==> src/rtl/mips_pkg.sv <==
// Shared definitions for the MEM/WB stage: FSM state encoding, the hard-wired
// zero register index and the word-alignment mask.
package mips_pkg;

  typedef enum logic {
    ST_IDLE   = 1'b0,
    ST_ACCESS = 1'b1
  } state_t;

  localparam int         REG_ZERO        = 0;
  localparam logic [1:0] WORD_ALIGN_MASK = 2'b11;

endpackage

==> src/rtl/sat_counter.sv <==
// Up-counter with enable that sticks at all-ones instead of wrapping.
module sat_counter #(
  parameter int W = 16
) (
  input  logic         clk,
  input  logic         rst_n,
  input  logic         en,
  output logic [W-1:0] cnt
);

  always_ff @(posedge clk or negedge rst_n) begin
    if (!rst_n) begin
      cnt <= '0;
    end else if (en && (cnt != {W{1'b1}})) begin
      cnt <= cnt + W'(1);
    end
  end

endmodule

==> src/rtl/mem_wb_stage.sv <==
// Memory-access / writeback stage feeding the register-file write port.
// Optional build macro ALIGN_CHECK_EN turns on word-alignment faulting of loads/stores.
//
//   state     | meaning
//   ST_IDLE   | accepting EX results; ALU ops retire next cycle
//   ST_ACCESS | data-memory request outstanding; upstream stalled
module mem_wb_stage
  import mips_pkg::*;
#(
  parameter int DW   = 32,
  parameter int AW   = 32,
  parameter int RW   = 5,
  parameter int CNTW = 16
) (
  input  logic            clk,
  input  logic            rst_n,
  input  logic            in_valid,
  input  logic [DW-1:0]   in_alu_result,
  input  logic [DW-1:0]   in_store_data,
  input  logic [RW-1:0]   in_dest,
  input  logic            in_reg_write,
  input  logic            in_mem_read,
  input  logic            in_mem_write,
  output logic            stall,
  output logic            dmem_req,
  output logic            dmem_we,
  output logic [AW-1:0]   dmem_addr,
  output logic [DW-1:0]   dmem_wdata,
  input  logic [DW-1:0]   dmem_rdata,
  input  logic            dmem_ack,
  output logic            wb_write,
  output logic [RW-1:0]   wb_reg,
  output logic [DW-1:0]   wb_data,
  output logic [CNTW-1:0] stall_cnt,
  output logic            misalign
);

  state_t        state;
  logic [RW-1:0] dest_q;
  logic          mem_op;

  assign mem_op = in_mem_read || in_mem_write;
  assign stall  = (state == ST_ACCESS);

`ifdef ALIGN_CHECK_EN
  logic misaligned;
  assign misaligned = (in_alu_result[1:0] & WORD_ALIGN_MASK) != 2'b00;
`else
  assign misalign = 1'b0;
`endif

  always_ff @(posedge clk or negedge rst_n) begin
    if (!rst_n) begin
      state      <= ST_IDLE;
      dmem_req   <= 1'b0;
      dmem_we    <= 1'b0;
      dmem_addr  <= '0;
      dmem_wdata <= '0;
      dest_q     <= '0;
      wb_write   <= 1'b0;
      wb_reg     <= '0;
      wb_data    <= '0;
`ifdef ALIGN_CHECK_EN
      misalign   <= 1'b0;
`endif
    end else begin
      // Pulsed outputs default low; each retirement raises them for one cycle.
      wb_write <= 1'b0;
`ifdef ALIGN_CHECK_EN
      misalign <= 1'b0;
`endif
      case (state)
        ST_IDLE: begin
          if (in_valid) begin
            if (!mem_op) begin
              wb_write <= in_reg_write && (in_dest != RW'(REG_ZERO));
              wb_reg   <= in_dest;
              wb_data  <= in_alu_result;
            end
`ifdef ALIGN_CHECK_EN
            else if (misaligned) begin
              misalign <= 1'b1;
            end
`endif
            else begin
              state      <= ST_ACCESS;
              dmem_req   <= 1'b1;
              dmem_we    <= in_mem_write;
              dmem_addr  <= AW'(in_alu_result);
              dmem_wdata <= in_store_data;
              dest_q     <= in_dest;
            end
          end
        end
        ST_ACCESS: begin
          if (dmem_ack) begin
            state    <= ST_IDLE;
            dmem_req <= 1'b0;
            if (!dmem_we) begin
              wb_write <= (dest_q != RW'(REG_ZERO));
              wb_reg   <= dest_q;
              wb_data  <= dmem_rdata;
            end
          end
        end
        default: state <= ST_IDLE;
      endcase
    end
  end

  sat_counter #(.W(CNTW)) u_stall_cnt (
    .clk   (clk),
    .rst_n (rst_n),
    .en    (stall),
    .cnt   (stall_cnt)
  );

endmodule

==> config.mk <==
export PLATFORM = sky130hd
export DESIGN_NAME = mem_wb_stage
export DESIGN_NICKNAME = d
export VERILOG_FILES = /design/src/rtl/mips_pkg.sv /design/src/rtl/sat_counter.sv /design/src/rtl/mem_wb_stage.sv
export SDC_FILE = /design/constraint.sdc
export NUM_CORES = 1
export LEC_CHECK = 0
export BUFFER_PORTS_ARGS = -buffer_cell sky130_fd_sc_hd__buf_2
export CORE_MARGIN = 10
export CORE_UTILIZATION = 51
export DETAILED_ROUTE_END_ITERATION = 7
export PLACE_DENSITY = 0.95
export SLEW_MARGIN = 10
export SYNTH_ARGS = -nofsm -noshare
export SYNTH_HDL_FRONTEND = slang
export SYNTH_SLANG_ARGS = --single-unit
==> constraint.sdc <==
create_clock -name clk -period 2.5 [get_ports clk]
set_input_delay 0.75 -clock clk [delete_from_list [all_inputs] [get_ports clk]]
set_output_delay 0.75 -clock clk [all_outputs]
set_load 0.01 [all_outputs]
## Yosys cells after proc, flatten, opt, wreduce, memory -nomap -nowiden

Index checks and enable logic that the tools add are counted.

- Output and inout port bits: 122
- Bits of input ports: 108
- Logic and storage cells: 49
- Register bits after elaboration: 126

- Bitwise logic cells: 1
- Eq/ne operators: 6
- Reductions and logical operators: 8
- Multiplexer cells: 23
- Add/subtract/negate cells: 1

Operators by type and width:

| cell | count |
|---|---|
| $mux 32 | 4 |
| $pmux 32 s2 | 1 |
| $mux 5 | 4 |
| $add 16x1->16 const B | 1 |
| $ne 16x16->1 const B | 1 |
| $mux 1 | 10 |
| $ne 2x2->1 const B | 5 |
| $pmux 5 s2 | 1 |
| $reduce_bool 5->1 | 2 |
| $pmux 1 s2 | 3 |
| $reduce_and 3->1 | 2 |
| $reduce_and 4->1 | 1 |
| $logic_and 1x1->1 | 2 |
| $logic_or 1x1->1 | 1 |
| $not 1->1 | 1 |

## Depth between registers and ports, before layout

- Depth after elaboration: 5
- Gate-level depth with buffers: 7
- Depth with buffers taken out: 5

## Cells and area by module

Synthesis repeated with hierarchy kept, for this count alone.

- Cell total of the unflattened synthesis: 358
- Area, all modules: 5,456.5 um2

By module, submodules not included:

| module | cells an instance | seq. area each (um2) | instances | area an instance (um2) |
|---|---|---|---|---|
| mem_wb_stage | 286 | 2,752.6 | 1 | 4,596.9 |
| sat_counter | 72 | 400.4 | 1 | 859.6 |

## Least setup slack after synthesis

OpenSTA, ideal clock, no wires.

- Path kind: reg2reg
- From: reg u_stall_cnt.cnt[0]
- To: reg u_stall_cnt.cnt[15]
- Period minus slack after synthesis: 1.785 ns
- Setup time: 0.079 ns
- Arrival: 1.706 ns
- Slack: 0.715 ns
- Stages on the path, launching flop included: 7
- Path through: dfrtp_1 > ha_1 > and4_1 > and4bb_2 > buf_2 > nor4_4 > xor2_1

- Cells in the longest elaborated chain, start to end: 2

RTL lines:

| item | line | source |
|---|---|---|
| start, declared | sat_counter.sv:8 | `output logic [W-1:0] cnt` |
| start signal, assigned | sat_counter.sv:15 | `cnt <= cnt + W'(1);` |
| parallel branches: the longest is 2 deep, another holds $add 16x1->16 | n/a |  |

Several ways; the timed one is not identified.
A chain may end at the register's enable or synchronous reset.

## Worst setup path in the final report

- From: reg state (netlist: stall)
- To: out stall

RTL lines:

| item | line | source |
|---|---|---|
| start, declared | mem_wb_stage.sv:38 | `state_t state;` |
| start signal, assigned | mem_wb_stage.sv:54 | `state <= ST_IDLE;` |
| start signal, assigned | mem_wb_stage.sv:86 | `state <= ST_ACCESS;` |
| start signal, assigned | mem_wb_stage.sv:97 | `state <= ST_IDLE;` |
| end, declared | mem_wb_stage.sv:24 | `output logic stall,` |

No word-level cell between the ends.

==> results.toml <==
[pwr]
combinationalPowerShare_pct = 26.3
p_clk_share_pct = 33.3
p_switching_mw = 2.22
ir_drop_mv = 0.507
leakage_nw = 3.46
power_mw = 7.33
p_sw_share_pct = 30.3
p_per_area_nw_per_um2 = 1030
p_int_mw = 5.11
p_seq_share_pct = 40.4

[die]
dieArea_um2 = 14600
start_util_pct = 52.7
fp.dieH_um = 121
ios = 230
die_w_um = 121
coreArea_um2 = 9860
row_count = 36

[sta]
skew_ps = 4.86
slew_viol_final = 0
fin_ws_ps = 326
setup_viol = 0
fin_crit_ps = 2170
hold_violations = 0
finalSetupTns_ps = 0
rsz0062_at_grt = "no"
worstMarginPinSlew_ps = 570
timing.final.crit_share_pct = 86.9
fmax_mhz = 460
relSlewSlack_pct = 62.0

[layout]
largest_registers = "dmem_addr (32), dmem_wdata (32), wb_data (32)"
layout.nets = 736
syn_to_final_growth_pct = 36.6
final-instance-count-excl-fill = 774
postLayoutCoreUtil_pct = 72.0
multi_input_area_um2 = 1950
ff_latch_area_um2 = 3150
drive_above_1_share_pct = 53.4
nFillCells = 695

[synth]
synth_warnings = 0
synth-seq-area-share_pct = 60.6
netlist_area_um2 = 5200
syn_nets = 505
synth_edf_count = 0
avgSynthCellArea_um2 = 13.1
async_flop_share_pct = 100
ys_types = 35
ys_ff_latch = 126
syn-instance-count = 396
ys.flop_type = "dfrtp_1"

[critical_path]
cp.required_ps = 1750
crit_cells = 1
end_kind = "output port"
worst_setup_path_start_kind = "flop"
path_class = "flop to output port"
cpPeakStageDelay_ps = 680
cp_top_family = "flip-flops"
worstPathArrival_ps = 1420
slowest_stage = "dfrtp_2"
r2r-end = "dmem_addr[23]"
critPathBufInv = 1
path_cells = "buf_2"
r2r_cells = 5
r2r_slack_ps = 450
crit_fanout = 18
r2r_start = "stall"

[clocking]
numCtsBuffers = 17
post_cts_resized = 0
clock_sinks = 126
clk_pin_slew_ps = 60
clock_latency_ps = 510
cts_tree = "built"
root_buffer = "clkbuf_8"
cts_htree_levels = 4
ctsHoldBuffers = 0
clk_path_buf_depth = 2
post_cts_buffers = 0

[grt]
grt_pass1_vias = 4398
grt_pass1_wl_um = 22400
grt_max_degree = 75
grt-ovfl-total = 0
antenna_found_initial = 0
gr-usage-all-layers_pct = 19.3

[detailed_routing]
via_count = 4066
wl_um = 14400
drt_iter0_drc = 184
via_per_inst = 5.25
dr.pass1.iters = 4
drc = 0
routedWlPerCell_um = 18.5
ant_nets = 0

[placed_design]
numPortBuffers = 228
gp_congestion = 0.803
hpwl_um = 10900
place_inst = 741
dp_slack_ps = 388

[hold_path]
hp-class = "input pin to asynchronous set/reset pin"

[status]
status = "complete, no violations"

[flow_run]
cap_violations = 0
[placed cells by master (no fill, tap or decap), types with 4 or more instances in the layout]
master	Yosys	layout
a21oi_1	37	37
dfrtp_1	126	125
mux2_2	70	70
clkbuf_16	0	16
nand4_1	4	4
buf_4	2	6
buf_2	17	227
clkbuf_8	0	4
nor3_1	6	6
nand3_1	4	4
mux2i_1	37	37
xor2_1	12	12
nand2_1	9	9
nor2_1	44	43
[cells in the mapped netlist (2+ instances only)]
cell type	count	area share (%)
nand3_1	4	0.39
mux2i_1	37	7.1
nand4_1	4	0.48
or4_1	2	0.29
nand2_1	9	0.65
clkbuf_1	3	0.22
dfrtp_1	126	61
mux2_2	70	15
xnor2_1	3	0.51
xor2_1	12	2.0
buf_2	17	1.6
nor3_1	6	0.58
a21oi_1	37	3.6
buf_4	2	0.29
nor2_1	44	3.2
[power groups by stage]
stage	Sequential [mW]	Clock, mW	Combinational [mW]
final	2.96	2.44	1.93
after CTS	2.97	2.49	1.97
after detailed placement	2.99	0	1.96
after floorplan	3.22	0	0.752
after global routing	3.04	2.58	2.10
after global placement	2.95	0	1.89
[layout make-up]
cell class	count	area share [%]
sequential	126	44.4
inverter	1	0.0529
antenna	1	0.0352
clock inverter	10	1.92
tap	133	2.34
multi-input combinational	246	27.5
clock buffer	22	6.52
timing repair buffer	235	17.2
[logic make-up after synthesis]
group / synth area share, %
adders and majority gates: 0.241
xor gates and xnor gates: 2.53
AOI/OAI and AO/OA: 4.50
buffers and inverters: 2.29
and+or+nand+nor: 7.44
muxes: 22.3
DFF: 60.6
other: 0.0721
[how the worst max path moves through the flow]
stage | from | slack, ps | endpoint
floorplan | u_stall_cnt.cnt[0] | 710 | u_stall_cnt.cnt[15]
global placement | in_mem_write | 430 | dmem_addr[23]
detailed placement | in_mem_write | 390 | dmem_addr[23]
CTS | stall | 310 | stall
global route | stall | 270 | stall
finish | stall | 330 | stall
[routing by layer]
| metal | GRT usage (%) | wire length, µm | share of wire (%) |
|---|---|---|---|
| met4 | 8.60 | 399 | 2.8 |
| met1 | 19.9 | 5140 | 36 |
| met5 | 0 | 0 | 0 |
| met2 | 33.7 | 7500 | 52 |
| met3 | 7.49 | 1320 | 9.2 |
[metrics by stage]
stage               instance area (µm²)  hold WS [ps]
finish                             7100           171
global route                       7100           187
CTS                                7100           166
detailed placement                 6500           460
global placement                   6500           461
floorplan                          5200           454
No activity file was read; power rests on OpenSTA's default activity.
